`src/rtl/bram_pkg.sv`:
```
// Shared definitions for the BRAM fill/check sequencer.
// Optional build macro used by the sequencer: BRAM_SEQ_ERR_STOP_EN
// (stop a CHECK at its first mismatch instead of scanning the full range).
package bram_pkg;

  // Default geometry of the 256 x 8 BRAM.
  localparam int ADDR_W_DEF = 8;
  localparam int DATA_W_DEF = 8;

  // Sequencer state encoding, kept as plain constants so it reads the same in older flows.
  typedef logic [2:0] state_t;
  localparam state_t ST_IDLE  = 3'd0;
  localparam state_t ST_WRITE = 3'd1;
  localparam state_t ST_READ  = 3'd2;
  localparam state_t ST_DRAIN = 3'd3;
  localparam state_t ST_DONE  = 3'd4;

  // Command mode values sampled with start.
  localparam logic MODE_FILL  = 1'b0;
  localparam logic MODE_CHECK = 1'b1;

endpackage

```
`src/rtl/bram_seq_addr_gen.sv`:
```
// Address / pattern generator shared by the WRITE and READ paths.
// Holds the wrapping address counter, the offset from start_addr, the running
// pattern value (seed + offset) and flags the last address of the range.
// Optional build macro of the enclosing design: BRAM_SEQ_ERR_STOP_EN (not used here).
module bram_seq_addr_gen #(
  parameter int ADDR_W = 8,
  parameter int DATA_W = 8
) (
  input  logic              clk,
  input  logic              rst_n,
  input  logic              load,
  input  logic              advance,
  input  logic [ADDR_W-1:0] start_addr,
  input  logic [ADDR_W-1:0] end_addr,
  input  logic [DATA_W-1:0] seed,
  output logic [ADDR_W-1:0] addr,
  output logic [DATA_W-1:0] pat,
  output logic              last
);

  localparam logic [ADDR_W-1:0] ADDR_ONE = {{(ADDR_W-1){1'b0}}, 1'b1};
  localparam logic [DATA_W-1:0] DATA_ONE = {{(DATA_W-1){1'b0}}, 1'b1};

  logic [ADDR_W-1:0] addr_q,   addr_d;
  logic [ADDR_W-1:0] off_q,    off_d;
  logic [ADDR_W-1:0] len_m1_q, len_m1_d;
  logic [DATA_W-1:0] pat_q,    pat_d;

  // Next-state: load a new range on command, otherwise step one address when asked.
  always_comb begin
    addr_d   = addr_q;
    off_d    = off_q;
    len_m1_d = len_m1_q;
    pat_d    = pat_q;
    if (load) begin
      addr_d   = start_addr;
      off_d    = {ADDR_W{1'b0}};
      // Modular difference: a range with end below start wraps through the top address.
      len_m1_d = end_addr - start_addr;
      pat_d    = seed;
    end else if (advance) begin
      addr_d = addr_q + ADDR_ONE;
      off_d  = off_q + ADDR_ONE;
      pat_d  = pat_q + DATA_ONE;
    end else begin
      addr_d = addr_q;
    end
  end

  // Counter registers; these drive the BRAM address and write data directly.
  always_ff @(posedge clk or negedge rst_n) begin
    if (!rst_n) begin
      addr_q   <= {ADDR_W{1'b0}};
      off_q    <= {ADDR_W{1'b0}};
      len_m1_q <= {ADDR_W{1'b0}};
      pat_q    <= {DATA_W{1'b0}};
    end else begin
      addr_q   <= addr_d;
      off_q    <= off_d;
      len_m1_q <= len_m1_d;
      pat_q    <= pat_d;
    end
  end

  assign addr = addr_q;
  assign pat  = pat_q;
  // Offset reaching N-1 marks the end address, which also covers the full 256-entry range.
  assign last = (off_q == len_m1_q);

endmodule

```
`src/rtl/bram_seq.sv`:
```
// BRAM fill/check sequencer: FILL writes seed+offset over an address range,
// CHECK reads the range back (one-cycle registered read latency) and counts
// mismatches, recording the first failing address.
// Optional build macro: BRAM_SEQ_ERR_STOP_EN -- when defined, a CHECK ends at
// its first mismatch with err_cnt=1; otherwise the whole range is scanned.
module bram_seq
  import bram_pkg::*;
#(
  parameter int ADDR_W = ADDR_W_DEF,
  parameter int DATA_W = DATA_W_DEF
) (
  input  logic              clk,
  input  logic              rst_n,
  input  logic              start,
  input  logic              mode,
  input  logic [ADDR_W-1:0] start_addr,
  input  logic [ADDR_W-1:0] end_addr,
  input  logic [DATA_W-1:0] seed,
  output logic [ADDR_W-1:0] mem_addr,
  output logic [DATA_W-1:0] mem_wdata,
  output logic              mem_rw,
  input  logic [DATA_W-1:0] mem_rdata,
  output logic              busy,
  output logic              done,
  output logic [ADDR_W:0]   err_cnt,
  output logic [ADDR_W-1:0] first_err_addr,
  output logic              err_flag
);

  localparam logic [ADDR_W:0] ERR_ONE = {{ADDR_W{1'b0}}, 1'b1};

  state_t state_q, state_d;
  logic   rw_q, rw_d;
  logic   busy_q, busy_d;
  logic   done_q, done_d;
  // Read-compare pipeline: expected value, its address and a valid bit, one cycle behind issue.
  logic              vld_q, vld_d;
  logic [DATA_W-1:0] exp_q, exp_d;
  logic [ADDR_W-1:0] cmp_addr_q, cmp_addr_d;
  // Result registers held until the next CHECK starts.
  logic [ADDR_W:0]   err_cnt_q, err_cnt_d;
  logic [ADDR_W-1:0] first_err_q, first_err_d;
  logic              err_flag_q, err_flag_d;

  logic              load_s;
  logic              adv_s;
  logic              last_s;
  logic              mismatch_s;
  logic              stop_s;
  logic              check_start_s;
  logic [ADDR_W-1:0] gen_addr_s;
  logic [DATA_W-1:0] gen_pat_s;

  bram_seq_addr_gen #(
    .ADDR_W (ADDR_W),
    .DATA_W (DATA_W)
  ) u_addr_gen (
    .clk        (clk),
    .rst_n      (rst_n),
    .load       (load_s),
    .advance    (adv_s),
    .start_addr (start_addr),
    .end_addr   (end_addr),
    .seed       (seed),
    .addr       (gen_addr_s),
    .pat        (gen_pat_s),
    .last       (last_s)
  );

  assign mismatch_s    = vld_q && (mem_rdata != exp_q);
  assign check_start_s = (state_q == ST_IDLE) && start && (mode == MODE_CHECK);
`ifdef BRAM_SEQ_ERR_STOP_EN
  assign stop_s = mismatch_s;
`else
  assign stop_s = 1'b0;
`endif

  // State transitions and address-generator control.
  always_comb begin
    state_d = state_q;
    load_s  = 1'b0;
    adv_s   = 1'b0;
    case (state_q)
      ST_IDLE: begin
        if (start) begin
          load_s  = 1'b1;
          state_d = (mode == MODE_CHECK) ? ST_READ : ST_WRITE;
        end else begin
          state_d = ST_IDLE;
        end
      end
      ST_WRITE: begin
        if (last_s) begin
          state_d = ST_DONE;
        end else begin
          adv_s = 1'b1;
        end
      end
      ST_READ: begin
        if (stop_s) begin
          state_d = ST_DONE;
        end else if (last_s) begin
          state_d = ST_DRAIN;
        end else begin
          adv_s = 1'b1;
        end
      end
      ST_DRAIN: state_d = ST_DONE;
      ST_DONE:  state_d = ST_IDLE;
      default:  state_d = ST_IDLE;
    endcase
  end

  // Registered control outputs and the compare pipeline, derived from the next state.
  always_comb begin
    rw_d       = (state_d == ST_WRITE);
    busy_d     = (state_d != ST_IDLE);
    done_d     = (state_d == ST_DONE);
    // A read issued this cycle is compared next cycle; an early stop discards it.
    vld_d      = (state_q == ST_READ) && !stop_s;
    exp_d      = gen_pat_s;
    cmp_addr_d = gen_addr_s;
  end

  // Result accumulation: cleared at CHECK start, updated on every valid mismatch.
  always_comb begin
    err_cnt_d   = err_cnt_q;
    first_err_d = first_err_q;
    err_flag_d  = err_flag_q;
    if (check_start_s) begin
      err_cnt_d   = {(ADDR_W+1){1'b0}};
      first_err_d = {ADDR_W{1'b0}};
      err_flag_d  = 1'b0;
    end else if (mismatch_s) begin
      err_cnt_d  = err_cnt_q + ERR_ONE;
      err_flag_d = 1'b1;
      if (!err_flag_q) begin
        first_err_d = cmp_addr_q;
      end else begin
        first_err_d = first_err_q;
      end
    end else begin
      err_cnt_d = err_cnt_q;
    end
  end

  // Sequencer, pipeline and result registers.
  always_ff @(posedge clk or negedge rst_n) begin
    if (!rst_n) begin
      state_q     <= ST_IDLE;
      rw_q        <= 1'b0;
      busy_q      <= 1'b0;
      done_q      <= 1'b0;
      vld_q       <= 1'b0;
      exp_q       <= {DATA_W{1'b0}};
      cmp_addr_q  <= {ADDR_W{1'b0}};
      err_cnt_q   <= {(ADDR_W+1){1'b0}};
      first_err_q <= {ADDR_W{1'b0}};
      err_flag_q  <= 1'b0;
    end else begin
      state_q     <= state_d;
      rw_q        <= rw_d;
      busy_q      <= busy_d;
      done_q      <= done_d;
      vld_q       <= vld_d;
      exp_q       <= exp_d;
      cmp_addr_q  <= cmp_addr_d;
      err_cnt_q   <= err_cnt_d;
      first_err_q <= first_err_d;
      err_flag_q  <= err_flag_d;
    end
  end

  assign mem_addr       = gen_addr_s;
  assign mem_wdata      = gen_pat_s;
  assign mem_rw         = rw_q;
  assign busy           = busy_q;
  assign done           = done_q;
  assign err_cnt        = err_cnt_q;
  assign first_err_addr = first_err_q;
  assign err_flag       = err_flag_q;

endmodule

```
`config.mk`:
```
export PLATFORM = sky130hd
export DESIGN_NAME = bram_seq
export DESIGN_NICKNAME = d
export VERILOG_FILES = /design/src/rtl/bram_pkg.sv /design/src/rtl/bram_seq_addr_gen.sv /design/src/rtl/bram_seq.sv
export SDC_FILE = /design/constraint.sdc
export NUM_CORES = 1
export LEC_CHECK = 0
export ABC_AREA = 1
export CAP_MARGIN = 15
export CORE_MARGIN = 8
export CORE_UTILIZATION = 25
export CTS_CLUSTER_DIAMETER = 100
export DETAILED_ROUTE_END_ITERATION = 6
export GPL_TIMING_DRIVEN = 0
export PLACE_DENSITY = 0.54
export SLEW_MARGIN = 20
export SYNTH_ARGS = -nofsm -noshare
export SYNTH_HDL_FRONTEND = slang
export SYNTH_SLANG_ARGS = --single-unit
```
`constraint.sdc`:
```
create_clock -name clk -period 1.45 [get_ports clk]
set_input_delay 0.29 -clock clk [delete_from_list [all_inputs] [get_ports clk]]
set_output_delay 0.29 -clock clk [all_outputs]
set_load 0.01 [all_outputs]
```
==> key figures <==
Outcome
  – Status: complete, but fails checks
  – Failing checks: setup timing

STA
  – Worst slew pin tran: 0.424 ns
  – Final period util: 1.07
  – RSZ-0062 raised after global routing: true
  – Max Slew Vio Count: 0
  – Tmin final: 1.55 ns
  – Setup-failing EPs final: 31
  – Max transition margin: 0.718
  – Clock Skews: 0.00924 ns
  – Final Hold Viols: 0
  – Fmax: 645 MHz
  – Hold_ws: 0.343 ns
  – PnR worst setup slack: -0.100 ns

Detailed routing
  – Vias post-DR: 3814
  – Via-to-Cell Ratio: 4.37
  – Drt drc: 0
  – Pre-Repair DR Iteration Count: 4
  – Total wire length: 12100 um
  – Routed len/inst: 13.9 um
  – Detail Route Antenna Nets: 0
  – Iteration-0 DRC Markers: 192

Setup path
  – Crit Reg-Reg Endpoint: u_addr_gen.off_q[6]
  – Max incr delay on CP: 0.37 ns
  – Most common cell type on the critical path: nand2_2
  – Worst R2R Start: u_addr_gen.off_q[2]
  – Worst-path cell chain: buf_6, xnor2_2, nand2_1, nor2_2, nand2_2, nand2_4, buf_8, buf_16, nand3_4, nand2_2
  – Setup crit start: u_addr_gen.off_q[2]
  – CP Max Fanout: 5
  – WP data required: 1.72 ns
  – FF-to-FF setup slack: -0.10 ns
  – Kind of end point of the critical path: flip-flop
  – Crit Path Category: flip-flop to flip-flop
  – Worst path arrival time: 1.82 ns
  – Critical path launch point type: flip-flop
  – CP max-delay cell: dfrtp_1
  – Worst r2r path cells: 10

Synth
  – Ys flop type: dfrtp_1
  – Post-Synthesis Cells: 519
  – Number of enable flip-flop cells after synthesis: 0
  – Area share of the largest cell type after synthesis: 0.452
  – Synth top area cells: dfrtp_1 45%, nand2_1 16%, nand3_1 9.4%
  – Post-synthesis area per instance: 7.78 sq um
  – Yosys reg bits: 73
  – Post-Synthesis Cell Area: 0.00404 sq mm
  – Synthesized Nets: 567
  – Register area share after synthesis: 0.452
  – Post-synth top cells: 176 x nand2_1, 76 x nand3_1, 73 x dfrtp_1
  – Yosys warns: 0
  – Asr flop ratio synth: 1.00
  – Most frequent cell after synthesis: nand2_1
  – Distinct cells, synth: 32
  – Yosys top cell by area: dfrtp_1

Clocking
  – Worst skew pair latency: 0.34 ns
  – Number of CTS-inserted buffers: 9
  – Sinks on Clock Net: 73
  – CTS root buf: clkbuf_16
  – Clock buffer depth: 2
  – H-tree depth: 3
  – Worst-path clk slew: 0.06 ns
  – CTS tree: built

Die
  – Starting Density: 0.255
  – DIE HEIGHT: 143 um
  – I/O pins: 73
  – DIE AREA: 0.0205 sq mm
  – Cell Rows: 46
  – Die width: 143 um
  – Core area: 0.0158 sq mm

Global routing
  – Total GRT Usage: 0.123
  – Largest net degree at the start of global routing: 46
  – First-pass GRT wire length: 19800 um
  – Vias in the first global route: 3894
  – Antenna violations before repair: 0
  – GR Overflow Total: 0

Min path
  – Hold_sp: start_addr[0]
  – Hold Path Class: input pin to flip-flop
  – WHS Path Cells: 3
  – Min-Delay Endpoint: u_addr_gen.len_m1_q[0]

Pwr
  – Tot Pwr: 12200 uW
  – Pwr Density: 1930 mW/mm^2
  – Leakage: 0.00323 uW
  – Peak VDD IR: 0.000694 V

Place
  – GP Congestion: 0.872
  – # port buffers: 72
  – Number of instances in the placed design: 808
  – Detailed Place HPWL: 8240 um
  – Area of placed instances: 0.00506 sq mm

Layout
  – Finished Layout Cells: 873
  – Cell area after layout: 0.00630 sq mm
  – Final-stage net count: 700
  – Number of diodes: 0
  – Layout cells sized above 1: 0.304
  – Core Util, Final: 0.398
  – Area growth from synthesis to layout: 56.1%

Run
  – Max-cap viol count: 0
cell families (layout without fill, tap and decap cells):
kind of cell	Yosys count	in the layout	synth area share
buffers and inverters	77	215	0.0802
AO/OA/AOI/OAI	31	31	0.0418
adder cells (fa/ha/maj)	12	12	0.0390
AND/OR/NAND/NOR	291	291	0.311
flip-flops	73	73	0.452
XOR/XNOR	35	35	0.0759
worst max path at each step:
stage / depth (start not counted) / slack (ns) / end
floorplan: 9 / 0.01 / u_addr_gen.len_m1_q[6]
global placement: 1 / -2.59 / exp_q[2]
detailed placement: 10 / -0.69 / u_addr_gen.len_m1_q[7]
CTS: 10 / -0.09 / u_addr_gen.addr[5]
global route: 9 / -0.21 / u_addr_gen.addr[5]
finish: 10 / -0.10 / u_addr_gen.off_q[6]
power breakdown:
group	internal (uW)	switching, uW	total [uW]
clock network	1400	909	2310
registers	2840	689	3520
logic	2990	3330	6320
total	7220	4930	12200
metrics by stage:
step,worst slack (ns),setup TNS (ns)
2_1_floorplan,0.0108,0
3_3_place_gp,-2.59,-210.80
3_5_place_dp,-0.686,-23.21
4_1_cts,-0.0947,-1.95
5_1_grt,-0.206,-5.29
6_report,-0.100,-1.87
critical path: cells and delay by family (launching register included):
kind	cells	cell delay (ns)
flops	1	0.37
xor+xnor	1	0.12
buf+inv	3	0.42
simple gates	6	0.57
layout make-up:
class / count / area (sq um)
repair buffers: 123 / 1160
clock buffers: 10 / 239
repair inverters: 1 / 7.51
inverters: 61 / 246
well taps: 216 / 270
multi-input cells: 369 / 2310
plain buffers: 14 / 148
flip-flops and latches: 73 / 1850
clock inverters: 6 / 72.6
fillers: 1615 / 9520
placed cells by master (no fill, tap or decap), types with 4 or more instances in the layout:
cell type        Yosys  routed
a21oi_1              6       5
buf_4                3      42
buf_6                2      11
buf_8                0       5
clkbuf_16            0       9
clkdlybuf4s50_1      0      23
dfrtp_1             73      56
dfrtp_2              0      17
dlygate4sd2_1        0      41
dlymetal6s2s_1       0       5
ha_1                11       5
ha_4                 0       6
inv_1               55      50
inv_2                5       7
inv_6                0       4
nand2_1            176     141
nand2_2              1      33
nand2_4              2       4
nand3_1             76      53
nand3_2              1      19
nand3_4              0       5
nand4_1              5       5
nor2_1              19      14
nor2_2               3       5
o21ai_0             15      10
o21ai_1              4       5
o21ai_2              0       4
xnor2_1             19      16
xor2_1              16      16
state kept, by name, indices dropped and copies added (netlist names):
signal and flops:
done 1, busy 1, err_flag 1, exp_q 8
cmp_addr_q 8, u_addr_gen.addr 8, mem_rw 1, vld_q 1
u_addr_gen.off_q 8, first_err_addr 8, state_q 3, u_addr_gen.pat 8
u_addr_gen.len_m1_q 8, err_cnt 9
repair_timing:
action / 4_1_cts / 5_1_grt
pin swaps: 32 / 34
endpoints found under the hold margin: 28 / 0
buffers inserted: 36 / 10
hold buffers: 1 / 0
endpoints found under the setup margin: 87 / 59
gates cloned: 6 / 0
gates resized for setup: 150 / 67
routing by layer:
layer | routed length [um] | track usage | vias up
li1 | - | - | 1907
met1 | 5130 | 0.144 | 1819
met2 | 6080 | 0.210 | 74
met3 | 650 | 0.0287 | 14
met4 | 235 | 0.0520 | 0
met5 | 0 | 0 | -
No activity file was read; power rests on OpenSTA's default activity.
